$ cat config.mk
export PLATFORM = sky130hd
export DESIGN_NAME = mem_access_ctrl
export DESIGN_NICKNAME = d
export VERILOG_FILES = /design/src/rtl/mem_access_ctrl.sv
export SDC_FILE = /design/constraint.sdc
export NUM_CORES = 1
export LEC_CHECK = 0
export CORE_MARGIN = 1.5
export CORE_UTILIZATION = 48
export DETAILED_ROUTE_END_ITERATION = 8
export PLACE_DENSITY = 0.88
export SLEW_MARGIN = 15
export SYNTH_ARGS = -nofsm -noshare
export SYNTH_HDL_FRONTEND = slang
export SYNTH_SLANG_ARGS = --single-unit
$ cat constraint.sdc
create_clock -name clk -period 3 [get_ports clk]
set_clock_uncertainty 0.2 [all_clocks]
set_input_delay 0.75 -clock clk [delete_from_list [all_inputs] [get_ports clk]]
set_output_delay 0.75 -clock clk [all_outputs]
set_load 0.05 [all_outputs]
$ cat src/rtl/mem_access_ctrl.sv
// mem_access_ctrl: sequences one load/store at a time from the MEM stage onto a
// byte-addressed, big-endian data RAM with level-sensitive pins. Doublewords are
// split into two word accesses; every enable pulse is followed by a low cycle.
// Ports:
//   clk, rst_n                   clock, async active-low reset
//   req, rw, size, signed_ld     request strobe and attributes
//   addr, wdata0, wdata1         byte address and store data
//   busy, done, err              status (done/err are one-cycle pulses)
//   rdata0, rdata1               load results
//   ram_enable, ram_rw, ram_addr, ram_din, ram_mode   registered RAM pins
//   ram_dout                     RAM read data
module mem_access_ctrl #(
  parameter int unsigned MEM_BYTES = 256
) (
  input  logic        clk,
  input  logic        rst_n,
  input  logic        req,
  input  logic        rw,
  input  logic [1:0]  size,
  input  logic        signed_ld,
  input  logic [31:0] addr,
  input  logic [31:0] wdata0,
  input  logic [31:0] wdata1,
  output logic        busy,
  output logic        done,
  output logic        err,
  output logic [31:0] rdata0,
  output logic [31:0] rdata1,
  output logic        ram_enable,
  output logic        ram_rw,
  output logic [31:0] ram_addr,
  output logic [31:0] ram_din,
  output logic [1:0]  ram_mode,
  input  logic [31:0] ram_dout
);

  typedef enum logic [2:0] {IDLE, A1, C1, A2, C2, DONE} state_t;

  state_t      state, state_d;
  logic        busy_d, done_d, err_d, en_d, rw_d, accept;
  logic [31:0] addr_d, din_d;
  logic [1:0]  mode_d;

  logic        l_rw, l_signed;
  logic [1:0]  l_size;
  logic [31:0] l_addr, l_wd0, l_wd1;

  logic [3:0]  last_off;
  logic [32:0] last_byte;
  logic        misalign, out_of_range;
  logic [31:0] ld_fmt;

  // Request legality: alignment and last-byte range check in 33 bits
  always_comb begin
    case (size)
      2'b00:   last_off = 4'd0;
      2'b01:   last_off = 4'd1;
      2'b10:   last_off = 4'd3;
      default: last_off = 4'd7;
    endcase
    last_byte    = {1'b0, addr} + 33'(last_off);
    misalign     = ((size == 2'b01) && addr[0]) || (size[1] && (addr[1:0] != 2'b00));
    out_of_range = last_byte >= 33'(MEM_BYTES);
  end

  // Load formatting applied when capturing the first RAM word
  always_comb begin
    case (l_size)
      2'b00:   ld_fmt = {{24{l_signed & ram_dout[7]}}, ram_dout[7:0]};
      2'b01:   ld_fmt = {{16{l_signed & ram_dout[15]}}, ram_dout[15:0]};
      default: ld_fmt = ram_dout;
    endcase
  end

  // Next state and next values of the registered outputs
  always_comb begin
    state_d = state;
    accept  = 1'b0;
    err_d   = 1'b0;
    en_d    = 1'b0;
    rw_d    = ram_rw;
    addr_d  = ram_addr;
    din_d   = ram_din;
    mode_d  = ram_mode;
    case (state)
      // DONE also samples req so back-to-back singles take 3 cycles
      IDLE, DONE: begin
        state_d = IDLE;
        if (req) begin
          if (misalign || out_of_range) begin
            err_d = 1'b1;
          end else begin
            accept  = 1'b1;
            state_d = A1;
            en_d    = 1'b1;
            rw_d    = rw;
            addr_d  = addr;
            din_d   = wdata0;
            mode_d  = (size == 2'b11) ? 2'b10 : size;
          end
        end
      end
      A1: state_d = C1;
      C1: begin
        if (l_size == 2'b11) begin
          state_d = A2;
          en_d    = 1'b1;
          addr_d  = l_addr + 32'd4;
          din_d   = l_wd1;
          mode_d  = 2'b10;
        end else begin
          state_d = DONE;
        end
      end
      A2:      state_d = C2;
      C2:      state_d = DONE;
      default: state_d = IDLE;
    endcase
    busy_d = (state_d != IDLE);
    done_d = (state_d == DONE);
  end

  // State, registered outputs, request latches and load capture
  always_ff @(posedge clk or negedge rst_n) begin
    if (!rst_n) begin
      state      <= IDLE;
      busy       <= 1'b0;
      done       <= 1'b0;
      err        <= 1'b0;
      ram_enable <= 1'b0;
      ram_rw     <= 1'b0;
      ram_addr   <= 32'd0;
      ram_din    <= 32'd0;
      ram_mode   <= 2'b00;
      rdata0     <= 32'd0;
      rdata1     <= 32'd0;
      l_rw       <= 1'b0;
      l_signed   <= 1'b0;
      l_size     <= 2'b00;
      l_addr     <= 32'd0;
      l_wd0      <= 32'd0;
      l_wd1      <= 32'd0;
    end else begin
      state      <= state_d;
      busy       <= busy_d;
      done       <= done_d;
      err        <= err_d;
      ram_enable <= en_d;
      ram_rw     <= rw_d;
      ram_addr   <= addr_d;
      ram_din    <= din_d;
      ram_mode   <= mode_d;
      if (accept) begin
        l_rw     <= rw;
        l_signed <= signed_ld;
        l_size   <= size;
        l_addr   <= addr;
        l_wd0    <= wdata0;
        l_wd1    <= wdata1;
      end
      if ((state == C1) && !l_rw) begin
        rdata0 <= ld_fmt;
        rdata1 <= 32'd0;
      end
      if ((state == C2) && !l_rw) begin
        rdata1 <= ram_dout;
      end
    end
  end

endmodule

Yosys cells after proc, flatten, opt, wreduce, memory -nomap -nowiden
Index checks and enable logic that the tools add are counted.

$add $sub $neg: 2. Order comparisons: 1. Equality and inequality tests: 14. Multiplexer cells: 29. Bitwise operators: 3. Reductions and logical operators: 17.

Operators with widths (number): 32-bit two-way mux (8); 32-bit one-hot mux with 2 select lines (3); 32-bit by 4-bit adder with 33-bit output (1); 33-bit by 9-bit >= comparator with 1-bit output (second input constant) (1); 32-bit by 3-bit adder with 32-bit output (second input constant) (1); 3-bit one-hot mux with 5 select lines (1); 3-bit == test (second input constant) (3); 1-bit two-way mux (9); 3-bit one-hot mux with 3 select lines (1); 2-bit two-way mux (4); 2-bit == test (second input constant) (3); 3-bit by 2-bit == test with 1-bit output (second input constant) (2); 2-bit != test (second input constant) (3); 2-bit nonzero test (3); 2-bit by 1-bit == test with 1-bit output (second input constant) (2); 1-bit logical AND (4); 2-bit zero test (2); 2-bit one-hot mux with 2 select lines (1); 4-bit AND reduction (1); 3-bit by 1-bit == test with 1-bit output (second input constant) (1); 3-bit zero test (1); 3-bit two-way mux (1); 3-bit AND reduction (1); 3-bit nonzero test (1); 6 further kinds (8).

Flip-flop bits (word level): 206. Output and inout port bits: 135. Logic and storage cells: 82.

Logic depth before layout (Yosys ltp)
Gate-level depths: netlist of the first run.

Word-level depth: 9. Depth in mapped cells: 14. Gate-level depth less buffers: 12.

Worst setup path before layout of the first run
OpenSTA, ideal clock, no wires.

Path type: input to register. Start point: input size[1]. End point: register l_size[0]. Library setup time: 0.127 ns. Arrival: 3.952 ns. Data required time: 2.673 ns. Setup slack: -1.279 ns. Cell stages on the path: 13. Buffers on the path: 1. Cell sequence: or2_2 ha_1 inv_1 fa_1 nor2b_1 o21ai_1 o41ai_1 o21ai_0 a2111o_1 or4_4 nor3_4 buf_4 mux2_1.

Word-level cells in the longest chain between the ends: 8. Elaborated cells between the ends (all ways): 13. Those cells by class: add/sub: 1; order compare: 1; eq/ne: 2; mux: 4; reduce/logical: 5.

RTL lines: start, declared (line 19) `input logic [1:0] size,`; 2-bit == test (tied with other cells) (line 55) `case (size)`; 3-bit one-hot mux with 3 select lines (line 55); 32-bit by 4-bit adder with 33-bit output (line 61) `last_byte = {1'b0, addr} + 33'(last_off);`; 33-bit by 9-bit >= comparator with 1-bit output (line 63) `out_of_range = last_byte >= 33'(MEM_BYTES);`; 1-bit logical OR * (line 90) `if (misalign || out_of_range) begin`; 1-bit two-way mux * (line 90); 1-bit two-way mux * (line 89) `if (req) begin`; 1-bit two-way mux * (line 85) `case (state)`; end signal, assigned (line 156) `l_size <= size;`; end, declared (line 45) `logic [1:0] l_size;`.

Every way passes the cells marked *; elsewhere a longest branch is shown, timed or not. A chain may end at the register's enable or synchronous reset.

Worst setup path in the final report of the first run
Start point: input size[0]. End point: register l_wd1[6].

Word-level cells in the longest chain between the ends: 8. Elaborated cells between the ends (all ways): 12. Those cells by class: add/sub: 1; order compare: 1; eq/ne: 2; mux: 4; reduce/logical: 4.

RTL lines: 2-bit == test (tied with other cells) (line 55); 3-bit one-hot mux with 3 select lines (line 55); 32-bit by 4-bit adder with 33-bit output (line 61); 33-bit by 9-bit >= comparator with 1-bit output (line 63); 1-bit logical OR * (line 90); 1-bit two-way mux * (line 90); 1-bit two-way mux * (line 89); 1-bit two-way mux * (line 85); end signal, assigned (line 159) `l_wd1 <= wdata1;`; end, declared (line 46) `logic [31:0] l_addr, l_wd0, l_wd1;`.

Marks and branches as above.

==> metrics, run 1 <==
YS warnings=0; drt total wl=28400 um; worst slew pin tran=~1.1 ns; crit path DAT=between 4 and 5 ns; Clock Tree Buf Depth=3; vias in the first global route=8555; peak supply drop=between 0.0004 and 0.0005 V; GRT overflow=0; via count=between 8000 and 9000; Port Buffer Count=between 200 and 300; DP Area=around 13000 um^2; total track usage=28.1%; reg-to-reg slack, setup=0.46 ns; r2r endpoint=ram_addr[25]$_DFFE_PN0P_; Post-synth EDFFs=0; max-slew violation count=0; Yosys cell types=55; Final Cycle Share=130%; Worst Hold Class=primary input to asynchronous set/reset pin; Slew HR=between 20% and 30%; Mapped Area=between 9000 and 10000 um^2; first-pass GRT wire length=around 45000 um; # fillers=approximately 1300; cell depth of the worst flop-to-flop path=7; final-stage net count=1365; via/cell ratio=between 5 and 6; Critical Path Source=size[0]; sequential fraction of the synthesis area=54.9%; P_leak=between 0.006 and 0.007 uW; failing checks=negative setup slack; hpwl dp=a little under 20000 um; initial DRC count=between 400 and 500; Worst Slack Setup Final=-0.911 ns; Total Power=10000 uW; Max Cap Viol=0; Setup crit end kind=flop; Die W=between 100 and 150 um; area of the core=18900 um^2; die area=a little over 20000 um^2; top_reg_cell synth=dfrtp_1; Final setup viols=between 100 and 150; antenna viol nets, final=0; total CTS buffers=21; syn nets=998; Die Ht=roughly 140 um; num ports=270; CTS H-tree lvls=1; share of cells above drive strength 1=23.7%; critical path data required time=about 3.2 ns; Layout area overhead=53.9%; row cnt=50; Synth Instances=roughly 860; worst skew pair latency=~0.50 ns; Final Core Density=about three quarters; initial antenna violation count=2; Critical Path Fanout Max=5; pre-CTS WS=-1.66 ns; post-layout min period=a little under 4 ns; multi-input gate area in the final layout=~4200 um^2; largest net degree at the start of global routing=between 70 and 80; clock slew at reported path FFs=around 0.06 ns; RSZ-0062 raised after global routing=yes; CTS tree=done; PwrDens=about 700 nW/um^2; Final Hold Viols=0; Residual DRC=0; TritonRoute pass-1 iters=5; crit path kind=primary input to flop; # clock sinks=205; CTS Hold Bufs=0; worst r2r src=l_addr[9]$_DFFE_PN0P_; Placer Congestion=0.907; outcome=complete, but fails checks; FF/Latch Area=5130 um^2; mean post-synth cell area=~11 um^2; Initial Utilization=around half; FFs w/ async S/R, synth=100%; design area=about 14000 um^2; CP startpoint kind=primary input; crit path to=l_wd1[6]$_DFFE_PN0P_; CTS root buf=clkbuf_16; WL/cell=around 19 um; most common cell after layout, fill and taps aside=clkdlybuf4s50_1; most frequent cells in the layout=clkdlybuf4s50_1, dfrtp_1, nand2_1; Fmax=roughly 260 MHz; #FFs+latches synth=205
-- Yosys cell counts, types with 10 or more instances --
cell type	number	area [um^2]
nand4_1	11	68.8
mux2_2	80	901
xnor2_1	21	184
inv_1	11	41.3
dfrtp_1	205	5130
nor2_1	51	191
a31oi_1	10	62.6
nand2_1	156	586
o21ai_0	27	135
nand3_1	22	110
mux2_1	14	158
xor2_1	12	105
a22o_1	32	280
a32o_1	22	220
nor3_1	16	80.1
a21oi_1	21	105
nor2b_1	26	163
clkbuf_1	35	131
-- routing by layer --
metal	vias up	part of all wire (%)	GRT usage [%]
li1	3768	-	-
met1	4019	39	33.7
met2	334	49	48.1
met3	64	8.7	7.91
met4	0	3.4	10.4
met5	-	0	0
-- cell type report --
class                   count  share of cell area (%)
diodes                      2                  0.0348
well taps                 260                    2.26
clock inverters             8                   0.670
inverters                  11                   0.287
clock buffers              29                    4.28
multi-input cells         594                    29.4
flip-flops and latches    205                    35.7
repair buffers            392                    27.4
-- stage by stage --
stage	instances	hold WS, ns	setup TNS (ns)
global placement	1435	0.260	-212.68
finish	1501	0.0575	-97.79
CTS	1498	0.0828	-100.03
floorplan	858	0.254	-112.45
global route	1501	0.0995	-117.05
detailed placement	1435	0.265	-219.92
-- state kept, by name (all words and copies together) (netlist names) --
name and cells:
l_addr 32, err 1, l_signed 1, rdata1 32, ram_addr 32, l_size 2
ram_rw 1, state 3, rdata0 32, done 1, l_wd1 32, busy 1
ram_mode 2, ram_din 32, ram_enable 1
-- critical path, cell delays in order --
cell      delay, ns
buf_6          0.07
or2_4          0.12
ha_4           0.13
inv_2          0.03
fa_2           0.36
nor2b_4        0.17
o21ai_4        0.08
buf_6          0.12
o41ai_4        0.33
o21ai_1        0.12
a2111o_1       0.31
or4_4          0.51
nor3_4         0.15
buf_4          0.15
buf_6          0.12
buf_6          0.10
buf_12         0.11
mux2_2         0.33
-- worst min path at each step --
| stage | startpoint | end | slack (ns) | cells past startpoint |
|---|---|---|---|---|
| 6_report | rst_n | l_wd1[14]$_DFFE_PN0P_ | 0.06 | 1 |
| 2_1_floorplan | rst_n | busy$_DFF_PN0_ | 0.25 | 0 |
| 3_3_place_gp | ram_addr[26]$_DFFE_PN0P_ | ram_addr[26]$_DFFE_PN0P_ | 0.26 | 1 |
| 4_1_cts | rst_n | l_wd1[1]$_DFFE_PN0P_ | 0.08 | 1 |
| 5_1_grt | rst_n | l_wd1[14]$_DFFE_PN0P_ | 0.1 | 1 |
| 3_5_place_dp | ram_addr[26]$_DFFE_PN0P_ | ram_addr[26]$_DFFE_PN0P_ | 0.26 | 1 |
-- where the power goes --
| group | internal, uW | total, uW | switching [uW] | leakage, uW |
|---|---|---|---|---|
| logic | 1400 | 3790 | 2390 | 0.00344 |
| registers | 3240 | 3530 | 295 | 0.00259 |
| clock network | 1610 | 2690 | 1090 | 0.000353 |
-- logic make-up after synthesis --
kind of cell	Yosys count	synth area share, %
fa+ha+maj	5	0.750
simple gates	326	16.3
mux	98	11.8
xor+xnor	33	3.09
flops	205	54.9
buf+inv	59	2.81
compound gates	132	10.4
-- repair_timing --
item	4_1_cts	5_1_grt
endpoints found under the setup margin	139	139
cloned	7	1
resized for setup	83	6
pin swaps	20	2
setup buffers	20	1
(Power assumes the default switching activity.)
==> run 2, diff against run 1 <==
- MAX_ROUTING_LAYER: default -> met4
==> metrics, run 2 (same netlist as run 1, synthesis figures left out) <==
CTS tree=done; layer with the highest usage=met2; worst slew pin tran=1.06 ns; vias in the first global route=approximately 9000; Placer Congestion=~0.94; PwrDens=~670 nW/um^2; failing checks=negative hold slack, negative setup slack; total track usage=between 30% and 40%; outcome=complete, but fails checks; Die Ht=around 140 um; num ports=between 200 and 300; critical path data required time=roughly 3.2 ns; Final Hold Viols=2; TritonRoute pass-1 iters=5; placed cells=about 1400; drt total wl=~31000 um; via count=8463; Layout area overhead=61.1%; post-layout min period=3.93 ns; CP startpoint kind=primary input; Worst Slack Setup Final=-0.933 ns; RSZ-0062 raised after global routing=yes; largest net degree at the start of global routing=60; max-slew violation count=0; total CTS buffers=22; most common cell after layout, fill and taps aside=clkdlybuf4s50_1; first-pass GRT wire length=between 40000 and 50000 um; CTS root buf=clkbuf_16; area of the core=around 19000 um^2; Clock Tree Buf Depth=3; Initial Utilization=between 40% and 50%; share of cells above drive strength 1=between 20% and 30%; GRT overflow=0; setup TNS=-105.05 ns; # clock sinks=205; Final Cycle Share=131%; final non-filler cell total=about 1500; P_leak=0.00684 uW; peak supply drop=between 0.0004 and 0.0005 V; via/cell ratio=5.53; hpwl dp=between 15000 and 20000 um; Port Buffer Count=approximately 270; design area=15100 um^2; final-stage net count=1392; row cnt=50; Final Core Density=between 70% and 80%; # fillers=1102; crit path DAT=4.13 ns; crit path kind=primary input to flop; Critical Path Fanout Max=5; worst skew pair latency=around 0.52 ns; Worst Hold Class=primary input to asynchronous set/reset pin; WL/cell=~20 um; Final setup viols=roughly 140; initial DRC count=411; clock slew at reported path FFs=roughly 0.06 ns; CTS H-tree lvls=1; DP Area=13100 um^2; Max Cap Viol=0; Setup crit end kind=flop; antenna viol nets, final=0; Slew HR=between 20% and 30%; Die W=about 140 um; Fmax=approximately 250 MHz; most frequent cells in the layout=clkdlybuf4s50_1, dfrtp_1, nand2_1; M2 GR Usage=a little over half; initial antenna violation count=2; die area=approximately 20000 um^2; M1 GR Usage=35.7%; Residual DRC=0; GRT met3 Usage=around 7.4%; WHS=-0.00563 ns
## run 2: what timing repair did
item / CTS / global route
resized for setup: 148 / 48
hold buffers: 0 / 0
endpoints found under the setup margin: 139 / 139
gates cloned: 12 / 1
pin swaps: 24 / 20
buffers inserted: 34 / 9
## run 2: layer usage
layer  vias up  share of wire (%)
met5         -                  0
met4         0                3.4
met3        85                8.1
met2       373                 50
met1      4193                 38
li1       3812                  -
## run 2: where the power goes
part	switching, uW	internal, uW
Sequential	297	3240
Clock	1110	1680
Combinational	2400	1430
## run 2: layout make-up
class                           count  area, um^2  area share [%]
Antenna cell                        2        5.00          0.0333
Clock buffer                       28         603            4.01
Clock inverter                     11         141           0.939
Inverter                           11        41.3           0.274
Multi-Input combinational cell    594        4480            29.7
Sequential cell                   205        5130            34.1
Tap cell                          260         325            2.16
Timing Repair Buffer              418        4330            28.8
## run 2: per-stage QoR
stage	setup slack, ns	power (uW)
floorplan	-1.03	5860
finish	-0.933	10200
CTS	-0.961	10200
global route	-1.03	10500
global placement	-1.60	7260
detailed placement	-1.66	7340
## run 2: path summary, 6_finish.rpt
kind                                           from                       end  slack, ns  cells past startpoint
max in group asynchronous                     rst_n    rdata1[29]$_DFFE_PN0P_       1.94                      2
setup / recovery                            size[0]     l_wd1[31]$_DFFE_PN0P_      -0.93                     19
hold reg to reg            ram_addr[26]$_DFFE_PN0P_  ram_addr[26]$_DFFE_PN0P_       0.28                      1
hold / removal                                rst_n   ram_din[15]$_DFFE_PN0P_     -0.006                      1
setup reg to reg              l_addr[9]$_DFFE_PN0P_  ram_addr[25]$_DFFE_PN0P_       0.42                      7
min in group clk           ram_addr[26]$_DFFE_PN0P_  ram_addr[26]$_DFFE_PN0P_       0.28                      1
## run 2: worst max-delay path: stages
cell and delay (ns):
buf_6 0.07, or2_4 0.11, ha_4 0.12, inv_2 0.03, fa_2 0.35, nor2b_4 0.15
o21ai_4 0.09, buf_6 0.12, buf_4 0.12, o41ai_2 0.19, o21ai_1 0.12, a2111o_1 0.42
or4_4 0.51, nor3_4 0.17, buf_6 0.14, buf_12 0.10, buf_12 0.10, buf_12 0.12
mux2_4 0.31
==> run 3, diff against run 2 <==
- PLACE_DENSITY: 0.88 -> 0.8
==> metrics, run 3 (same netlist as run 1, synthesis figures left out) <==
outcome=complete, but fails checks; Met2 Wirelength=approximately 13000 um; Clock Tree Buf Depth=3; TritonRoute pass-1 iters=4; worst slew pin tran=between 1 and 1.5 ns; antenna viol nets, final=0; drt total wl=~28000 um; RSZ-0062 raised after global routing=yes; initial antenna violation count=2; Residual DRC=0; Reg power frac=a little over a third; CTS Hold Bufs=0; Worst Slack Setup Final=-0.829 ns; reg-to-reg slack, setup=0.44 ns; Final Hold Viols=0; peak supply drop=0.000379 V; CTS tree=done; crit path DAT=around 4 ns; Fmax=261 MHz; P_leak=between 0.006 and 0.007 uW; Worst Hold Class=primary input to asynchronous set/reset pin; WL met1=around 11000 um; first-pass GRT wire length=about 44000 um; met3 wire length=roughly 2300 um; Die Ht=roughly 140 um; Initial Utilization=between 40% and 50%; Layout area overhead=52.6%; CTS H-tree lvls=1; hpwl dp=~19000 um; crit path kind=primary input to flop; Final Cycle Share=128%; Setup crit end kind=flop; pre-CTS WS=-1.66 ns; most frequent cells in the layout=clkdlybuf4s50_1, dfrtp_1, nand2_1; r2r endpoint=ram_addr[31]$_DFFE_PN0P_; # clock sinks=a little over 200; most common cell after layout, fill and taps aside=clkdlybuf4s50_1; CP startpoint kind=primary input; worst skew pair latency=between 0.5 and 0.6 ns; die area=20300 um^2; Placer Congestion=0.917; largest net degree at the start of global routing=67; failing checks=negative setup slack; Die W=143 um; max-slew violation count=0; Final setup viols=139; post-layout min period=around 3.8 ns; P_sw=about 3700 uW; final-stage net count=approximately 1400; critical path data required time=3.20 ns; PwrDens=around 690 nW/um^2; area of the core=roughly 19000 um^2; DP Area=between 10000 and 15000 um^2; via/cell ratio=about 5.4; GRT overflow=0; cell depth of the worst flop-to-flop path=8; design area=between 10000 and 15000 um^2; Slew HR=30.6%; Logic pwr share=about two fifths; DR top layer=met4; vias in the first global route=approximately 8400; CTS root buf=clkbuf_16; total track usage=~28%; clock power share=25.4%; initial DRC count=315; sw frac=between 30% and 40%; via count=~8000; Port Buffer Count=269; WL/cell=18.5 um; Int Pwr=around 6000 uW; clock slew at reported path FFs=about 0.06 ns; num ports=270; share of cells above drive strength 1=a little under a quarter; row cnt=50; Max Cap Viol=0; worst r2r src=l_addr[4]$_DFFE_PN0P_; Critical Path Fanout Max=5; total CTS buffers=22
run 3: cell count changes in the layout (fill, tap and decap cells not counted), moves of 4 or more:
cell	previous run	this run
buf_6	20	6
clkbuf_2	5	0
clkbuf_1	3	10
buf_16	9	2
buf_12	18	14
dlygate4sd2_1	6	17
mux2_4	68	41
mux2_2	26	53
clkinv_2	7	3
run 3: worst max path at each step:
stage	to	slack [ns]	from	cells past startpoint
6_report	l_wd1[3]$_DFFE_PN0P_	-0.83	size[1]	18
5_1_grt	l_wd1[8]$_DFFE_PN0P_	-0.92	size[0]	18
4_1_cts	l_wd1[20]$_DFFE_PN0P_	-0.81	size[0]	17
3_5_place_dp	ram_addr[1]$_DFFE_PN0P_	-1.66	size[1]	15
3_3_place_gp	l_wd1[8]$_DFFE_PN0P_	-1.59	size[0]	14
2_1_floorplan	l_wd1[24]$_DFFE_PN0P_	-1.03	size[1]	13
run 3: cell type report:
type | instances | area (um^2)
multi-input cells | 594 | 4310
inverters | 11 | 41.3
fillers | 1345 | 4640
clock buffers | 34 | 616
diodes | 2 | 5.00
flip-flops and latches | 205 | 5130
clock inverters | 4 | 31.3
well taps | 260 | 325
repair buffers | 386 | 3800
run 3: power by group through the flow:
stage	combinational, uW	clock, uW	sequential [uW]
CTS	3770	2520	3530
global route	3960	2650	3580
floorplan	743	0	5110
finish	3770	2480	3530
global placement	3700	0	3560
detailed placement	3750	0	3580
run 3: critical path, cell delays in order:
cell and delay [ns]:
buf_6 0.07, or2_4 0.11, ha_4 0.12, inv_2 0.03
fa_2 0.34, nor2b_4 0.17, o21ai_4 0.11, buf_12 0.14
o41ai_4 0.19, o21ai_1 0.11, a2111o_1 0.41, or4_4 0.51
nor3_4 0.14, buf_6 0.16, buf_12 0.12, buf_12 0.11
buf_16 0.12, mux2_4 0.29
run 3: timing repair:
item / CTS / global route
hold endpoints to repair: 0 / 0
gates resized for setup: 96 / 19
setup endpoints to repair: 139 / 139
pin swaps: 19 / 10
cloned: 6 / 0
setup buffers: 13 / 13
run 3: stage by stage:
stage | hold WS [ns] | power [uW] | setup TNS [ns] | util [%] | instances
floorplan | 0.254 | 5860 | -112.45 | - | 858
global placement | 0.267 | 7260 | -210.22 | 68.6 | 1428
detailed placement | 0.273 | 7330 | -219.25 | 68.6 | 1428
CTS | 0.0347 | 9820 | -90.17 | 74.9 | 1485
global route | 0.0561 | 10200 | -111.75 | 75.5 | 1496
finish | 0.0114 | 9770 | -96.58 | 75.5 | 1496
run 3: routing by layer:
layer	up-vias	global-route usage (%)
met5	-	-
met4	0	7.33
met3	40	6.63
met2	322	47.8
met1	3969	34.4
li1	3746	-
